--- src/rtl/uart_byte_receiver.sv ---
// 8N1 UART receiver with a 2-flop input synchronizer, mid-bit sampling FSM and a
// small byte FIFO that presents received bytes over a valid/ready interface.
module uart_byte_receiver #(
  parameter int CLOCKS_PER_BIT = 1250,
  parameter int FIFO_DEPTH     = 4
) (
  input  logic                               clock_144mhz,
  input  logic                               reset_n,
  input  logic                               uart_rx,
  output logic [7:0]                         rx_data,
  output logic                               rx_valid,
  input  logic                               rx_ready,
  output logic [$clog2(FIFO_DEPTH+1)-1:0]    rx_level,
  output logic                               framing_error,
  output logic                               overrun
);

  localparam int CNT_W = $clog2(CLOCKS_PER_BIT);
  localparam int PTR_W = $clog2(FIFO_DEPTH);
  localparam int LVL_W = $clog2(FIFO_DEPTH + 1);

  localparam logic [CNT_W-1:0] HALF_M1  = CNT_W'(CLOCKS_PER_BIT / 2 - 1);
  localparam logic [CNT_W-1:0] BIT_M1   = CNT_W'(CLOCKS_PER_BIT - 1);
  localparam logic [CNT_W-1:0] CNT_ONE  = CNT_W'(1);
  localparam logic [PTR_W-1:0] PTR_ONE  = PTR_W'(1);
  localparam logic [LVL_W-1:0] LVL_ONE  = LVL_W'(1);
  localparam logic [LVL_W-1:0] FULL_LVL = LVL_W'(FIFO_DEPTH);

  typedef enum logic [2:0] {
    S_IDLE,
    S_START,
    S_DATA,
    S_STOP,
    S_WAIT_IDLE
  } state_e;

  logic             sync1_q;
  logic             rx_s_q;
  state_e           state_q;
  logic [CNT_W-1:0] cnt_q;
  logic [2:0]       bit_idx_q;
  logic [7:0]       shift_q;
  logic             framing_error_q;

  logic [7:0]       mem_q [FIFO_DEPTH];
  logic [PTR_W-1:0] wr_ptr_q;
  logic [PTR_W-1:0] rd_ptr_q;
  logic [LVL_W-1:0] level_q;
  logic [LVL_W-1:0] level_d;
  logic             overrun_q;

  logic             bit_tick;
  logic             push;
  logic             pop;
  logic             full;
  logic             wr_en;

  // Input synchronizer; flops reset to the idle-high line level.
  always_ff @(posedge clock_144mhz) begin
    if (!reset_n) begin
      sync1_q <= 1'b1;
      rx_s_q  <= 1'b1;
    end else begin
      sync1_q <= uart_rx;
      rx_s_q  <= sync1_q;
    end
  end

  assign bit_tick = (cnt_q == '0);
  assign push     = (state_q == S_STOP) && bit_tick && rx_s_q;

  // Receive FSM: the counter only runs while a frame is in progress.
  always_ff @(posedge clock_144mhz) begin
    if (!reset_n) begin
      state_q         <= S_IDLE;
      cnt_q           <= '0;
      bit_idx_q       <= '0;
      framing_error_q <= 1'b0;
    end else begin
      framing_error_q <= 1'b0;
      case (state_q)
        S_IDLE: begin
          if (!rx_s_q) begin
            state_q <= S_START;
            cnt_q   <= HALF_M1;
          end
        end
        S_START: begin
          if (bit_tick) begin
            if (!rx_s_q) begin
              state_q   <= S_DATA;
              cnt_q     <= BIT_M1;
              bit_idx_q <= '0;
            end else begin
              state_q <= S_IDLE;
            end
          end else begin
            cnt_q <= cnt_q - CNT_ONE;
          end
        end
        S_DATA: begin
          if (bit_tick) begin
            cnt_q <= BIT_M1;
            if (bit_idx_q == 3'd7) begin
              state_q <= S_STOP;
            end else begin
              bit_idx_q <= bit_idx_q + 3'd1;
            end
          end else begin
            cnt_q <= cnt_q - CNT_ONE;
          end
        end
        S_STOP: begin
          if (bit_tick) begin
            if (rx_s_q) begin
              state_q <= S_IDLE;
            end else begin
              state_q         <= S_WAIT_IDLE;
              framing_error_q <= 1'b1;
            end
          end else begin
            cnt_q <= cnt_q - CNT_ONE;
          end
        end
        S_WAIT_IDLE: begin
          if (rx_s_q) begin
            state_q <= S_IDLE;
          end
        end
        default: state_q <= S_IDLE;
      endcase
    end
  end

  always_ff @(posedge clock_144mhz) begin
    if ((state_q == S_DATA) && bit_tick) begin
      shift_q <= {rx_s_q, shift_q[7:1]};
    end
  end

  // Byte FIFO: a pop frees a slot in the same cycle, so push-while-full-with-pop is accepted.
  assign pop   = (level_q != '0) && rx_ready;
  assign full  = (level_q == FULL_LVL);
  assign wr_en = push && (!full || pop);

  always_comb begin
    level_d = level_q;
    case ({wr_en, pop})
      2'b10:   level_d = level_q + LVL_ONE;
      2'b01:   level_d = level_q - LVL_ONE;
      default: level_d = level_q;
    endcase
  end

  always_ff @(posedge clock_144mhz) begin
    if (!reset_n) begin
      wr_ptr_q  <= '0;
      rd_ptr_q  <= '0;
      level_q   <= '0;
      overrun_q <= 1'b0;
    end else begin
      level_q   <= level_d;
      overrun_q <= push && full && !pop;
      if (wr_en) begin
        wr_ptr_q <= wr_ptr_q + PTR_ONE;
      end
      if (pop) begin
        rd_ptr_q <= rd_ptr_q + PTR_ONE;
      end
    end
  end

  always_ff @(posedge clock_144mhz) begin
    if (wr_en) begin
      mem_q[wr_ptr_q] <= shift_q;
    end
  end

  assign rx_valid      = (level_q != '0);
  assign rx_data       = rx_valid ? mem_q[rd_ptr_q] : 8'h00;
  assign rx_level      = level_q;
  assign framing_error = framing_error_q;
  assign overrun       = overrun_q;

endmodule

--- config.mk ---
export PLATFORM = sky130hd
export DESIGN_NAME = uart_byte_receiver
export DESIGN_NICKNAME = d
export VERILOG_FILES = /design/src/rtl/uart_byte_receiver.sv
export SDC_FILE = /design/constraint.sdc
export NUM_CORES = 1
export LEC_CHECK = 0
export CORE_ASPECT_RATIO = 0.9
export CORE_MARGIN = 2
export CORE_UTILIZATION = 60
export CTS_BUF_LIST = sky130_fd_sc_hd__clkbuf_8
export DETAILED_ROUTE_END_ITERATION = 8
export GPL_TIMING_DRIVEN = 0
export PLACE_DENSITY = 0.83
export SLEW_MARGIN = 20
export SYNTH_ARGS = -nofsm -noshare
export SYNTH_HDL_FRONTEND = slang
export SYNTH_SLANG_ARGS = --single-unit
--- constraint.sdc ---
create_clock -name clock_144mhz -period 3.7 [get_ports clock_144mhz]
set_input_delay 0.74 -clock clock_144mhz [delete_from_list [all_inputs] [get_ports clock_144mhz]]
set_output_delay 0.74 -clock clock_144mhz [all_outputs]
set_load 0.005 [all_outputs]
==> qor.yml, run 1 <==
status: "completed"
timing.hold.ws_ns: 0.467
cts_tree: "built"
placed_cells: 334
antenna_left: 0
via_per_inst: 6.01
clock_path_buffers: 2
area.growth.synth_to_final_pct: 15.0
die_h_um: 72.7
setup_ws_ns: 0.567
crit_arrival_ns: 2.39
drt_wl_total_um: 5760
comb_power_share_pct: 13.6
clkPwrFrac_pct: 37.5
path_max_fanout: 8
grt_overflow: 0
rows: 24
drc_errors: 0
cts_resized: 0
hpwlAfterDp_um: 4020
worstSetupEndpoint: "rx_data[7]"
post_synth.cell_area_avg_um2: 12.5
clkSinkCount: 70
crit_path_start_kind: "flip-flop"
crit_slowest_cell: "mux4_2"
insertion_delay_ns: 0.34
cts_buffers: 9
synth_seq_cells: 70
detail_route.first_pass.iterations: 4
post-route-min-period_ns: 3.13
holdCritStartpoint: "rx_s_q$_SDFF_PN1_"
p_leak_nw: 1.29
path_class: "reg -> out"
tightest_slew_ns: 0.759
routabilityCongestion: 0.809
r2r_slack_ns: 0.99
cts_root_buffer: "clkbuf_8"
clkTransAtPathRegs_ns: 0.08
ys_types: 58
cellPowerDensity_nw_per_um2: 482
total_power_mw: 1.74
drv_cap: 0
r2r_start: "cnt_q[0]$_SDFFE_PN0P_"
ff2ff_path_depth: 6
final_max_slew_viol_count: 0
grt_pass1_wl_um: 9450
pwr-share-seq_pct: 48.9
cpPeakStageDelay_ns: 0.58
final_cells: 350
postCtsSetupBuffers: 0
worstPathRequired_ns: 2.96
cts_hold_buf: 0
dieArea_um2: 5840
antenna_found_initial: 0
reg2reg_to: "mem_q[1][1]$_DFFE_PP_"
cp-end-kind: "primary output"
yosysSeqAreaShare_pct: 57.3
hold_class: "reg -> reg"
skew_ns: 0.0118
grt_start_max_net_pins: 13
switchingPower_mw: 0.447
grt_pass1_vias: 2021
cellInternalPower_mw: 1.30
synth_edf_count: 40
core_area_um2: 4950
async_reset_ff_share_pct: 0
drive_gt1_share_pct: 13.3
slew_headroom_pct: 48.9
p_sw_share_pct: 25.6
diodes: 0
crit_chain: "clkbuf_1, mux4_2, and2_1, clkdlybuf4s50_1"
grt_setup_unrepaired: "false"
placed_area_um2: 3400
synth_area_um2: 3150
hold_viol_final: 0
pin_count: 18
die_w_um: 80.3
wl_per_cell_um: 16.4
drtIter0Drc: 125
start_util_pct: 63.5
tns_ns: 0
h-tree-depth: 3
nNetsFinal: 293
ys_top_cells_by_area: "edfxtp_1 (38%), dfxtp_1 (19%), mux4_2 (5.7%)"
synthesis.nets: 265
post-route-util_pct: 73.0
ys_warn_count: 0
num_vias: 2105
synth_top_cell_area_share_pct: 38.2
setup_viol: 0
ir_drop_uv: 390
syn_inst: 252
port_buffers: 17
fin_crit_sh_pct: 84.7
fin_area_um2: 3620
pre_cts_slack_ns: 0.901
ys.flop_type: "edfxtp_1"
yosys.area.top_type: "edfxtp_1"
max_freq_mhz: 319
grt_use_total_pct: 22.1
-- power groups by stage --
stage | combinational [mW] | sequential (mW) | clock [mW]
CTS | 0.235 | 0.852 | 0.666
floorplan | 0.188 | 0.864 | 0
global placement | 0.230 | 0.869 | 0
global route | 0.264 | 0.855 | 0.700
finish | 0.236 | 0.853 | 0.654
detailed placement | 0.234 | 0.869 | 0
-- sequential cells by signal (all words and copies together), names as in the netlist, named ones only --
| name | flops |
|---|---|
| bit_idx_q | 3 |
| cnt_q | 11 |
| framing_error | 1 |
| mem_q | 32 |
| overrun | 1 |
| rd_ptr_q | 2 |
| rx_level | 3 |
| rx_s_q | 1 |
| shift_q | 8 |
| state_q | 3 |
| sync1_q | 1 |
| wr_ptr_q | 2 |
-- cell type report --
cell class / instances / area, µm²
flip-flops and latches: 70 / 1800
fillers: 346 / 1340
multi-input cells: 166 / 1260
well taps: 65 / 81.3
clock buffers: 9 / 124
inverters: 7 / 26.3
plain buffers: 9 / 61.3
clock inverters: 7 / 90.1
repair buffers: 17 / 170
-- critical path, delay by kind of cell (launching register included) --
kind / cells / cell delay, ns
AND/OR/NAND/NOR: 1 / 0.17
flip-flops: 1 / 0.32
multiplexers: 1 / 0.58
buffers and inverters: 2 / 0.97
-- worst min path at each step --
stage / end / depth (start not counted) / slack (ns)
after global placement: rx_s_q$_SDFF_PN1_ / 1 / 0.39
after floorplan: rx_s_q$_SDFF_PN1_ / 1 / 0.39
after global routing: shift_q[7]$_DFFE_PP_ / 0 / 0.48
final: shift_q[7]$_DFFE_PP_ / 0 / 0.47
after detailed placement: rx_s_q$_SDFF_PN1_ / 1 / 0.42
after CTS: rx_s_q$_SDFF_PN1_ / 1 / 0.46
-- cell usage after synthesis (all sizes together) (6+ instances only) --
cell	count
a21oi	12
and2	12
dfxtp	30
edfxtp	40
ha	8
inv	7
mux4	8
nand2	22
nand2b	6
nor2	15
nor3	8
o21ai	8
-- cell families (layout without fill, tap and decap cells) --
logic type / count (synthesis) / after routing / synth area share [%]
xor gates and xnor gates: 7 / 7 / 1.95
AOI/OAI and AO/OA: 46 / 46 / 10.3
DFF: 70 / 70 / 57.3
buffers and inverters: 16 / 49 / 2.78
and+or+nand+nor: 92 / 92 / 16.9
adders and majority gates: 9 / 9 / 3.82
muxes: 12 / 12 / 7.04
-- placed cells by master (no fill, tap or decap), types with 3 or more instances in the layout --
master / Yosys / layout
nand3_1: 4 / 4
nand2b_1: 6 / 6
nor3_1: 6 / 5
a21oi_1: 10 / 10
dfxtp_1: 30 / 30
mux4_2: 8 / 8
nand2_1: 21 / 21
edfxtp_1: 40 / 40
mux2i_1: 3 / 3
inv_1: 7 / 8
ha_1: 8 / 8
xor2_1: 5 / 5
nor4_1: 4 / 4
clkbuf_1: 5 / 5
clkdlybuf4s50_1: 0 / 17
a311oi_1: 5 / 5
nor2_1: 15 / 15
clkbuf_8: 0 / 9
o21ai_0: 8 / 8
and2_1: 12 / 12
a31oi_1: 5 / 5
-- layer usage --
layer  part of all wire, %  track usage (%)  vias to the layer above
met5                     0                0                        -
met4                   1.3             7.91                        0
met3                   6.4             8.29                        6
met2                    49             35.2                       71
met1                    43             27.8                     1021
li1                      -                -                     1007
No activity file was read; power rests on OpenSTA's default activity.
==> inputs of run 2 (changes only) <==
--- a/config.mk
+++ b/config.mk
@@ -7,11 +7,11 @@
 export LEC_CHECK = 0
 export CORE_ASPECT_RATIO = 0.9
 export CORE_MARGIN = 2
-export CORE_UTILIZATION = 60
+export CORE_UTILIZATION = 55
 export CTS_BUF_LIST = sky130_fd_sc_hd__clkbuf_8
 export DETAILED_ROUTE_END_ITERATION = 8
 export GPL_TIMING_DRIVEN = 0
-export PLACE_DENSITY = 0.83
+export PLACE_DENSITY = 0.8
 export SLEW_MARGIN = 20
 export SYNTH_ARGS = -nofsm -noshare
 export SYNTH_HDL_FRONTEND = slang
==> constraint.sdc (replaced) <==
create_clock -name clock_144mhz -period 2.8 [get_ports clock_144mhz]
set_input_delay 0.56 -clock clock_144mhz [delete_from_list [all_inputs] [get_ports clock_144mhz]]
set_output_delay 0.56 -clock clock_144mhz [all_outputs]
set_load 0.005 [all_outputs]
==> qor.yml, run 2 (same netlist as run 1, synthesis figures left out) <==
status: "completed"
area.growth.synth_to_final_pct: 17.2
diodes: 0
setup_ws_ns: 0.164
ir_drop_uv: 453
grt_overflow: 0
port_buffers: 17
cellPowerDensity_nw_per_um2: 674
core_area_um2: 5600
hold_class: "reg -> reg"
detail_route.first_pass.iterations: 4
dieArea_um2: 6340
drtIter0Drc: 165
final_cells: 358
p_leak_nw: 1.33
hpwlAfterDp_um: 4010
nNetsFinal: 296
placed_cells: 339
final_max_slew_viol_count: 0
tightest_slew_ns: 0.898
clock_path_buffers: 2
timing.hold.ws_ns: 0.413
multiInputGateArea_um2: 1260
worstSetupEndpoint: "rx_data[6]"
clkSinkCount: 70
final_common_cell: "edfxtp_1"
setup_viol: 0
fin_area_um2: 3690
max_freq_mhz: 379
cts_buffers: 9
top_regs: "mem_q: 32 flops, cnt_q: 11 flops, shift_q: 8 flops"
routabilityCongestion: 0.827
grt_use_total_pct: 19.9
fillers: 428
drc_errors: 0
num_vias: 2086
crit_path_start_kind: "flip-flop"
final_cell_mix: "edfxtp_1 (40), dfxtp_1 (29), nand2_1 (21), clkdlybuf4s50_1 (17), nor2_1 (15)"
wl_per_cell_um: 16.3
top_register: "mem_q"
die_h_um: 75.8
grt_start_max_net_pins: 14
pin_count: 18
fin_crit_sh_pct: 94.2
cts_root_buffer: "clkbuf_8"
drv_cap: 0
drive_gt1_share_pct: 15.6
r2r_slack_ns: 0.31
crit_chain: "clkbuf_1, mux4_2, and2_1, clkdlybuf4s50_1"
cp-end-kind: "primary output"
slew_headroom_pct: 39.6
placed_area_um2: 3410
drt_wl_total_um: 5850
grt_pass1_wl_um: 9450
rows: 26
largest_register_ffs: 32
cpPeakStageDelay_ns: 0.43
skew_ns: 0.00737
post-route-min-period_ns: 2.64
start_util_pct: 56.2
crit_arrival_ns: 2.08
grt_pass1_vias: 1945
hold_viol_final: 0
worstPathRequired_ns: 2.24
insertion_delay_ns: 0.35
antenna_left: 0
tns_ns: 0
antenna_found_initial: 0
regArea_um2: 1800
crit_slowest_cell: "clkdlybuf4s50_1"
cts_tree: "built"
clkTransAtPathRegs_ns: 0.07
h-tree-depth: 3
via_per_inst: 5.83
pre_cts_slack_ns: 0.132
reg2reg_to: "rx_level[2]$_SDFFE_PN0P_"
r2r_start: "cnt_q[2]$_SDFFE_PN0P_"
ff2ff_path_depth: 7
path_max_fanout: 8
path_class: "reg -> out"
die_w_um: 83.7
post-route-util_pct: 65.9
grt_setup_unrepaired: "false"
total_power_mw: 2.48
[run 2: worst min-delay path by stage]
| stage | startpoint | endpoint | slack, ns | cells after the start |
|---|---|---|---|---|
| after floorplan | sync1_q$_SDFF_PN1_ | rx_s_q$_SDFF_PN1_ | 0.39 | 1 |
| after global placement | sync1_q$_SDFF_PN1_ | rx_s_q$_SDFF_PN1_ | 0.39 | 1 |
| after detailed placement | sync1_q$_SDFF_PN1_ | rx_s_q$_SDFF_PN1_ | 0.40 | 1 |
| after CTS | sync1_q$_SDFF_PN1_ | rx_s_q$_SDFF_PN1_ | 0.42 | 1 |
| after global routing | sync1_q$_SDFF_PN1_ | rx_s_q$_SDFF_PN1_ | 0.42 | 1 |
| final | sync1_q$_SDFF_PN1_ | rx_s_q$_SDFF_PN1_ | 0.41 | 1 |
[run 2: power breakdown]
group / switching (mW) / leakage [nW] / internal [mW]
clock network: 0.379 / 0.128 / 0.616
logic: 0.210 / 0.600 / 0.152
registers: 0.0304 / 0.603 / 1.10
[run 2: area by class of cell]
class                   instances  area share [%]
plain buffers                   8            1.59
clock inverters                 6            3.02
flip-flops and latches         70            48.9
clock buffers                  10            3.73
well taps                      70            2.38
inverters                       7           0.713
repair buffers                 21            5.43
multi-input cells             166            34.2
[run 2: routing by layer]
| metal | track usage, % | up-vias | share of wire [%] |
|---|---|---|---|
| li1 | - | 1011 | - |
| met2 | 32.2 | 52 | 50 |
| met1 | 25.2 | 1015 | 44 |
| met4 | 9.68 | 0 | 1.1 |
| met5 | 0 | - | 0 |
| met3 | 5.74 | 8 | 5.1 |
[run 2: repair_timing]
item,4_1_cts,5_1_grt
hold buffers,0,0
resized for setup,1,2
pin swaps,0,1
setup buffers,0,4
endpoints found under the setup margin,8,33
[run 2: worst max-delay path: cells and delay by family, from the launching register on]
family,cells,cell delay (ns)
DFF,1,0.31
buffers and inverters,2,0.83
muxes,1,0.41
and+or+nand+nor,1,0.17
==> variant, RTL diff (flow settings as in run 2) <==
Remove the register `overrun_q`: a continuous assignment takes its place, so the output `overrun` follows one clock earlier.
--- a/src/rtl/uart_byte_receiver.sv
+++ b/src/rtl/uart_byte_receiver.sv
@@ -157,10 +157,8 @@
       wr_ptr_q  <= '0;
       rd_ptr_q  <= '0;
       level_q   <= '0;
-      overrun_q <= 1'b0;
     end else begin
       level_q   <= level_d;
-      overrun_q <= push && full && !pop;
       if (wr_en) begin
         wr_ptr_q <= wr_ptr_q + PTR_ONE;
       end
@@ -169,6 +167,8 @@
       end
     end
   end
+
+  assign overrun_q = push && full && !pop;
 
   always_ff @(posedge clock_144mhz) begin
     if (wr_en) begin
Behaviour: same outputs for any inputs over 10 cycles, from zero or initial values and one cycle with reset_n low; that may be too few to reach the edited logic, so the function may still have changed.
==> variant against run 2 <==
  * Sequential share of layout area increased by 1.0 points
  * Count of clock-buffer cells in the layout unchanged
  * Utilization increased by 0.81 points
  * Worst setup slack got worse by 0.044 ns
  * Clock power decreased by 21%
  * Wire length decreased by 1.1%
  * Synthesized area decreased by 1.4%
  * Sequential cell count decreased by 1
  * Cell area decreased by 3.2%
  * Power decreased by 11%
  * Critical path type unchanged
  * Largest power group unchanged
  * Highest routed layer unchanged
==> variant: results (changes against run 2) <==
Layout Nets=294 (was 296); CP max-delay cell=clkdlybuf4s50_1 (unchanged); Max-Cap Viols=0 (unchanged); Vias=2076 (was 2086); crit-path leading delay family=simple AND/OR/NAND/NOR gates (was buffers and inverters); Critical Path Source=cnt_q[2]$_SDFFE_PN0P_; vias in the first global route=1958 (was 1945); drt first pass iters=4 (unchanged); top flop regs=mem_q: 32 flops, cnt_q: 11 flops, shift_q: 8 flops (unchanged); sequential area share after synthesis=0.574 (was 0.573); syn_nets=266 (was 265); wire per inst=16.4 µm (was 16.3 µm); critical path's largest stage delay=0.52 ns (was 0.43 ns); Tightest Pin Transition=0.819 ns (was 0.898 ns); Netlist cell types=51 (was 58); DRT iter0 DRCs=157 (was 165); Clock H-tree levels=3 (unchanged); Clock Skew=0.00791 ns (was 0.00737 ns); global-route wire length before repair=9360 µm (was 9450 µm); Reg2Reg Setup Slack=0.37 ns (was 0.31 ns); Async S/R FF share, synth=0 (unchanged); hold crit path type=flip-flop to flip-flop (unchanged); all-layer global routing usage=0.198 (was 0.199); pin count of the biggest net entering global routing=13 (was 14); crit path DAT=2.12 ns (was 2.08 ns); Clock Latency Late Sink=roughly 0.34 ns; Worst-path clk slew=0.07 ns (about the same); Max FO, Critical Path=8 (unchanged); gpl congestion=0.871 (was 0.827); Ys Warns=0 (unchanged); Area contributors post-synth=edfxtp_1 (39%), dfxtp_1 (19%), mux4_2 (5.8%), ha_1 (3.2%), nand2_1 (2.7%) (was edfxtp_1 (38%), dfxtp_1 (19%), mux4_2 (5.7%), ha_1 (3.2%), nand2_1 (2.5%)); Leakage=1.28 nW (was 1.33 nW); hpwl dp=4030 µm (was 4010 µm); synth cell count leaders=edfxtp_1 (40), dfxtp_1 (29), nand2_1 (22) (was edfxtp_1 (40), dfxtp_1 (30), nand2_1 (21)); post-place instance area=0.00336 mm² (was 0.00341 mm²); hold slack=0.417 ns (was 0.413 ns); antenna violations before repair=0 (unchanged); run status=finished clean (unchanged); layout cells sized above 1=0.143 (was 0.156); Worst VDD drop=437 µV (was 453 µV)
[variant: what timing repair did]
item / in CTS / in global routing
setup endpoints to repair: 1 / 1
pin swaps: 0 / 1
buffers inserted: 0 / 1
gates resized for setup: 1 / 1
[variant: path summary, 6_finish.rpt]
path,cells after the start,end
worst min register to register,1,rx_s_q$_SDFF_PN1_
worst min-delay path,1,rx_s_q$_SDFF_PN1_
worst max register to register,9,rx_level[2]$_SDFFE_PN0P_
worst max-delay path,5,overrun
[variant: cell families (layout without fill, tap and decap cells)]
logic type | Yosys count | after routing | share of synthesized area
AOI/OAI and AO/OA | 47 | 47 | 0.104
and+or+nand+nor | 91 | 91 | 0.168
buffers and inverters | 18 | 51 | 0.0238
adders and majority gates | 9 | 9 | 0.0387
xor gates and xnor gates | 7 | 7 | 0.0198
muxes | 12 | 12 | 0.0714
DFF | 69 | 69 | 0.574
[variant: through the flow]
stage               instances  utilization  worst slack [ns]
floorplan                 253            -             0.647
global placement          337        0.628             0.263
detailed placement        337        0.628             0.275
CTS                       352        0.665            0.0149
global route              353        0.667           0.00714
finish                    353        0.667             0.119
[variant: power by group]
group / total, mW / switching, mW / internal [mW]
clock network: 0.784 / 0.350 / 0.433
logic: 0.307 / 0.189 / 0.118
registers: 1.12 / 0.0338 / 1.08
total: 2.21 / 0.573 / 1.64
[variant: layout make-up]
class                   count  area, µm²
fillers                   401       1780
well taps                  67       83.8
plain buffers              10       43.8
clock inverters             6       61.3
flip-flops and latches     69       1780
multi-input cells         166       1260
clock buffers              10        138
repair buffers             18        178
inverters                   7       26.3
[variant: layer usage]
metal	routed length, µm	global-route usage	vias to the layer above
met5	0	0	-
met4	53	0.0984	0
met3	372	0.0581	5
met2	2700	0.306	71
met1	2660	0.261	997
li1	-	-	1003
